--- config.mk ---
export PLATFORM = sky130hd
export DESIGN_NAME = lfsr_prsg
export DESIGN_NICKNAME = d
export VERILOG_FILES = /design/src/rtl/prsg_pkg.sv /design/src/rtl/prsg_tick_div.sv /design/src/rtl/lfsr_prsg.sv
export SDC_FILE = /design/constraint.sdc
export NUM_CORES = 1
export LEC_CHECK = 0
export ABC_AREA = 1
export CAP_MARGIN = 20
export CORE_UTILIZATION = 35
export DETAILED_ROUTE_END_ITERATION = 8
export GPL_ROUTABILITY_DRIVEN = 0
export PLACE_DENSITY = 0.65
export SLEW_MARGIN = 10
export SYNTH_ARGS = -nofsm -noshare
export SYNTH_HDL_FRONTEND = slang
export SYNTH_SLANG_ARGS = --single-unit
--- constraint.sdc ---
create_clock -name clk -period 1.5 [get_ports clk]
set_clock_uncertainty 0.2 [all_clocks]
set_input_delay 0.3 -clock clk [delete_from_list [all_inputs] [get_ports clk]]
set_output_delay 0.3 -clock clk [all_outputs]
set_load 0.05 [all_outputs]
--- src/rtl/prsg_pkg.sv ---
// Shared constants for the pseudo-random sequence generator.
package prsg_pkg;

  localparam logic PRSG_FIB = 1'b0;
  localparam logic PRSG_GAL = 1'b1;

  // Maximal-length tap masks for the small widths.
  localparam logic [2:0] PRSG_TAPS3 = 3'b110;
  localparam logic [3:0] PRSG_TAPS4 = 4'b1100;
  localparam logic [4:0] PRSG_TAPS5 = 5'b10100;
  localparam logic [5:0] PRSG_TAPS6 = 6'b110000;
  localparam logic [6:0] PRSG_TAPS7 = 7'b1100000;
  localparam logic [7:0] PRSG_TAPS8 = 8'b10111000;

  // Default tap mask for a given width. Widths outside 3..8 get the 5-bit mask
  // and are expected to override TAPS explicitly.
  function automatic logic [31:0] default_taps(input int w);
    case (w)
      3:       default_taps = 32'(PRSG_TAPS3);
      4:       default_taps = 32'(PRSG_TAPS4);
      6:       default_taps = 32'(PRSG_TAPS6);
      7:       default_taps = 32'(PRSG_TAPS7);
      8:       default_taps = 32'(PRSG_TAPS8);
      default: default_taps = 32'(PRSG_TAPS5);
    endcase
  endfunction

endpackage

--- src/rtl/prsg_tick_div.sv ---
// Clock-enable prescaler: tick once every 2^DIV_BITS enabled cycles.
module prsg_tick_div #(
  parameter int DIV_BITS = 0
) (
  input  logic clk,
  input  logic rst,
  input  logic clr,
  input  logic en,
  output logic tick
);

  generate
    if (DIV_BITS == 0) begin : g_pass
      // No prescaling: a step is permitted every cycle.
      logic unused_div;
      assign unused_div = &{1'b0, clk, rst, clr, en};
      assign tick = 1'b1;
    end else begin : g_div
      logic [DIV_BITS-1:0] div_cnt;

      // Free-running counter, frozen while disabled, restarted by load.
      always_ff @(posedge clk) begin
        if (rst || clr)
          div_cnt <= '0;
        else if (en)
          div_cnt <= div_cnt + 1'b1;
      end

      assign tick = &div_cnt;
    end
  endgenerate

endmodule

--- src/rtl/lfsr_prsg.sv ---
// Parametrised Fibonacci/Galois LFSR with seed load, zero-state guard
// and on-line period measurement.
module lfsr_prsg
  import prsg_pkg::*;
#(
  parameter int               WIDTH    = 5,
  parameter logic [WIDTH-1:0] TAPS     = WIDTH'(default_taps(WIDTH)),
  parameter logic [WIDTH-1:0] SEED     = '1,
  parameter int               DIV_BITS = 0
) (
  input  logic             clk,
  input  logic             rst,
  input  logic             en,
  input  logic             mode,
  input  logic             load,
  input  logic [WIDTH-1:0] seed_in,
  output logic [WIDTH-1:0] q,
  output logic             bit_out,
  output logic             step,
  output logic             lockup,
  output logic [WIDTH-1:0] period,
  output logic             period_valid
);

  logic             tick;
  logic             adv;
  logic [WIDTH-1:0] fib_nxt;
  logic [WIDTH-1:0] gal_nxt;
  logic [WIDTH-1:0] nxt;
  logic [WIDTH-1:0] load_val;
  logic [WIDTH-1:0] ref_q;
  logic [WIDTH-1:0] cnt;
  logic             mode_q;

  prsg_tick_div #(.DIV_BITS(DIV_BITS)) u_div (
    .clk  (clk),
    .rst  (rst),
    .clr  (load),
    .en   (en),
    .tick (tick)
  );

  assign adv     = en & tick & ~load;
  assign bit_out = q[WIDTH-1];

  // Candidate next states for both forms; mode picks one on each advance.
  always_comb begin
    fib_nxt    = {q[WIDTH-2:0], ^(q & TAPS)};
    gal_nxt    = '0;
    gal_nxt[0] = q[WIDTH-1];
    for (int i = 1; i < WIDTH; i++)
      gal_nxt[i] = q[i-1] ^ (q[WIDTH-1] & TAPS[i-1]);
    nxt      = (mode == PRSG_GAL) ? gal_nxt : fib_nxt;
    load_val = (seed_in == '0) ? SEED : seed_in;
  end

  // State update, status pulses and period tracking share one edge.
  always_ff @(posedge clk) begin
    if (rst) begin
      q            <= SEED;
      step         <= 1'b0;
      lockup       <= 1'b0;
      period       <= '0;
      period_valid <= 1'b0;
      ref_q        <= SEED;
      cnt          <= '0;
      mode_q       <= PRSG_FIB;
    end else if (load) begin
      // Load wins over advance; a simultaneous mode change folds into this restart.
      q            <= load_val;
      step         <= 1'b0;
      lockup       <= (seed_in == '0);
      period_valid <= 1'b0;
      ref_q        <= load_val;
      cnt          <= '0;
      mode_q       <= mode;
    end else if (q == '0) begin
      // Unreachable in normal use; recover rather than stick at zero.
      q            <= SEED;
      step         <= 1'b0;
      lockup       <= 1'b1;
      period_valid <= 1'b0;
      ref_q        <= SEED;
      cnt          <= '0;
      mode_q       <= mode;
    end else if (adv) begin
      q      <= nxt;
      step   <= 1'b1;
      lockup <= 1'b0;
      if (mode != mode_q) begin
        // Different polynomial form: previous measurement no longer applies.
        period_valid <= 1'b0;
        ref_q        <= nxt;
        cnt          <= '0;
        mode_q       <= mode;
      end else if (nxt == ref_q) begin
        period       <= cnt + 1'b1;
        period_valid <= 1'b1;
        cnt          <= '0;
      end else begin
        cnt <= cnt + 1'b1;
      end
    end else begin
      step   <= 1'b0;
      lockup <= 1'b0;
    end
  end

endmodule

==> run summary <==
The flow ran to the end, but the final reports show violations. The checks that failed: setup timing. For the worst setup path, the data required time is about 1.5 ns. The footprint of the multi-input gates came out at 880.8 um2.

The share of post-route cells with drive strength above 1 came out at 48.37%. The clock drives 24 sinks. The number of antenna violations at the first check in global routing came out at 0. The flip-flop and latch count after synthesis came out at 24. In the synthesized netlist, the number of instances is ~180. The post-route clock period utilization came out at 104.5%.

The number of vias per cell came out at 4.805. The post-CTS clock slew at the launch and capture registers of the worst setup and hold paths came out at 0.14 ns. The critical path goes through inv_4, nand3_2, nand2_4, buf_4, a21oi_4, inv_2, nand2_1, nand2_1. The post-layout minimum cycle time came out at between 1.5 and 2 ns.

The endpoint arrival time on the critical path is 1.61 ns. The number of filler cells placed in the layout is 282. For this design the static power due to leakage is 1.016 nW. The via count of the first global-routing pass was 1260. The top cell types in the final layout, fill and taps aside, are sky130_fd_sc_hd__nand2_1 (34), sky130_fd_sc_hd__buf_4 (32), sky130_fd_sc_hd__nor2_1 (22), sky130_fd_sc_hd__dfxtp_1 (17), sky130_fd_sc_hd__buf_12 (14). The highest attainable clock frequency is 638.2 MHz. The setup-violating endpoint count in the final report came out at 14. The aggregate negative setup slack is -0.3968 ns. The number of design-rule violations left by the first detailed-router iteration came out at 52.

The most frequent cell on the critical path is sky130_fd_sc_hd__nand2_1. The residual antenna-violating net count after detailed routing came out at 0. The cell count of the worst reg-to-reg path is 8. The height of the chip is about 62 um. The count of buffers added on input and output ports is 23. The root buffer cell chosen for the clock tree is sky130_fd_sc_hd__clkbuf_4. The first-pass iteration count of the detailed router is 4. The share of the core filled with cells came out at 65.57%. The peak supply drop is 468.5 uV. The number of rows created at floorplan came out at 21. The clock reaches the later pin of the worst-skew pair after 0.34 ns. The synthesized netlist occupies a cell area of approximately 1300 um2. The slowest stage of the critical path belongs to the cell sky130_fd_sc_hd__dfxtp_4. For this run, the slowest stage of the critical path takes 0.42 ns. The max-slew violation count is 0.

The slew at the pin with the worst max-slew slack came out at 0.2648 ns. The quantity of hold-fixing buffers added after cts came out at 0. Power spread over the standard cell area amounts to 750.6 nW/um2. A synthesized cell averages 6.929 um2. The global-route congestion overflow total is 0. The portion of the post-synthesis area used by sequential elements came out at a little under two fifths.

TritonCTS built the clock tree. After detailed routing, the average wire length per cell comes to 11.98 um. The synthesized net count is 195. The antenna diode count is 0.

After the last flow step, the layout net total stands at 258. The overall routed net length came out at 3498 um. The starting density of the core came out at 37.33%. The maximum level of the CTS H-tree came out at 1. The number of ports placed on the die boundary is 24.

The pin count of the biggest net entering global routing is 14. The worst pin sits at a relative slew slack of roughly 82%. The instance area at placement is about 2000 um2. Across all layers, the routed design uses 1403 vias.

The area taken by flip-flops and latches is about 500 um2. The maximum count of clock buffers along a single path came out at 2. The max-cap violation count came out at 0. The worst setup path is captured at a flip-flop.

The floorplan step defined a die boundary enclosing 3888 um2. STA classifies the critical path startpoint as a flip-flop. The remaining routing DRC violations is 0. The biggest fanout along the worst timing path came out at 6. Setup repair after global routing could not meet its margin everywhere. In the post-route analysis, the smallest setup slack over all paths is -0.06691 ns. The setup path with the least slack is of type flip-flop to flip-flop. The worst hold path depth is 5. The synthesized design spends more area on one cell type than any other, namely sky130_fd_sc_hd__dfxtp_1. The most frequent standard cell in the layout excluding fill and tap cells is sky130_fd_sc_hd__nand2_1. The total CTS buffers is 3. The area added between synthesis and finish is 75.66%.

The setup check on the worst reg-to-reg path leaves a slack of -0.07 ns. The area of the core is ~3400 um2. The post-synthesis cell type count came out at 26. The min-delay analysis places its worst path in the category input port to flip-flop. The first global-routing pass estimated 5382 um of wire.

By area the synthesized netlist is led by sky130_fd_sc_hd__dfxtp_1 (38%), sky130_fd_sc_hd__nand2_1 (12%), sky130_fd_sc_hd__nor2_1 (7.9%). The fraction of post-synthesis cell area in the top cell type by area is 37.68%. The number of hold violations in the final report came to 0. The global-route usage over all layers came out at 17.48%.

The width of the chip is 62.36 um. The wire-length estimate of the detail-placed layout is 2418 um. Yosys printed 0 warnings.

The final instance area came out at 2240 um2.
[registers in the layout, indices dropped and copies added (netlist names)]
register	count
cnt	5
lockup	1
mode_q	1
period	5
period_valid	1
q	5
ref_q	5
step	1
[report_power, final]
part           switching (mW)  total (mW)  internal (mW)
sequential             0.0459       0.717          0.671
combinational           0.319       0.600          0.281
clock                   0.214       0.363          0.149
[final timing paths]
| kind | start | end |
|---|---|---|
| worst min-delay path | seed_in[2] | ref_q[2] |
| worst max-delay path | q[4] | ref_q[1] |
| worst min register to register | cnt[1] | cnt[1] |
| worst max register to register | q[4] | ref_q[1] |
[cell usage after synthesis]
cell type,instances
sky130_fd_sc_hd__dfxtp_1,24
sky130_fd_sc_hd__xnor2_1,4
sky130_fd_sc_hd__nand2_2,8
sky130_fd_sc_hd__buf_4,1
sky130_fd_sc_hd__nor3_1,2
sky130_fd_sc_hd__o211ai_1,1
sky130_fd_sc_hd__inv_1,18
sky130_fd_sc_hd__ha_1,1
sky130_fd_sc_hd__a21oi_4,1
sky130_fd_sc_hd__nand3b_1,1
sky130_fd_sc_hd__nand3_2,1
sky130_fd_sc_hd__nand3_4,1
sky130_fd_sc_hd__xor2_1,4
sky130_fd_sc_hd__a21oi_1,12
sky130_fd_sc_hd__nor2_1,27
sky130_fd_sc_hd__nor2_2,1
sky130_fd_sc_hd__nand4_1,5
sky130_fd_sc_hd__inv_2,6
sky130_fd_sc_hd__nand3_1,16
sky130_fd_sc_hd__o21ai_0,4
sky130_fd_sc_hd__nand2_1,40
sky130_fd_sc_hd__a21oi_2,1
sky130_fd_sc_hd__or2_2,1
sky130_fd_sc_hd__a211oi_2,1
sky130_fd_sc_hd__clkbuf_1,2
sky130_fd_sc_hd__nor2_4,1
[cell type report]
class | instances | area share [%]
multi-input cells | 134 | 39.33
repair buffers | 60 | 29.61
flip-flops and latches | 24 | 22.40
inverters | 24 | 4.469
well taps | 46 | 2.570
clock buffers | 4 | 1.620
[cell families (layout without fill, tap and decap cells)]
group                    after synthesis  count (layout)  synth area share [%]
AND/OR/NAND/NOR                      104             105                 37.78
adder cells (fa/ha/maj)                1               1                0.9812
AO/OA/AOI/OAI                         20              20                 9.814
buffers and inverters                 27              88                 8.243
flip-flops                            24              24                 37.68
XOR/XNOR                               8               8                 5.495
[timing repair]
item	in CTS	in global routing
setup buffers	5	2
cloned	1	0
gates resized for setup	16	38
pin swaps	7	23
setup endpoints to repair	27	29
[per-layer routing]
metal	routed length (um)	part of all wire, %	vias up	GRT usage, %
met4	74	2.1	0	7.849
met5	0	0	-	0
li1	-	-	713	-
met2	1864	53	44	32.14
met3	148	4.2	7	2.941
met1	1411	40	639	19.50
[critical path, delay by kind of cell (launching register included)]
kind | cells | cell delay (ns)
AND/OR/NAND/NOR | 4 | 0.33
AO/OA/AOI/OAI | 1 | 0.20
buffers and inverters | 3 | 0.31
flip-flops | 1 | 0.42
[stage by stage]
step	instances	power, mW	setup slack, ns	hold slack (ns)
floorplan	184	0.9911	-0.02810	0.2505
global placement	280	1.214	-0.4574	0.2618
detailed placement	280	1.216	-0.4857	0.2646
CTS	290	1.592	-0.02037	0.2944
global route	292	1.777	-0.1428	0.2877
finish	292	1.681	-0.06691	0.2823
Power figures use the tool's default switching activity.
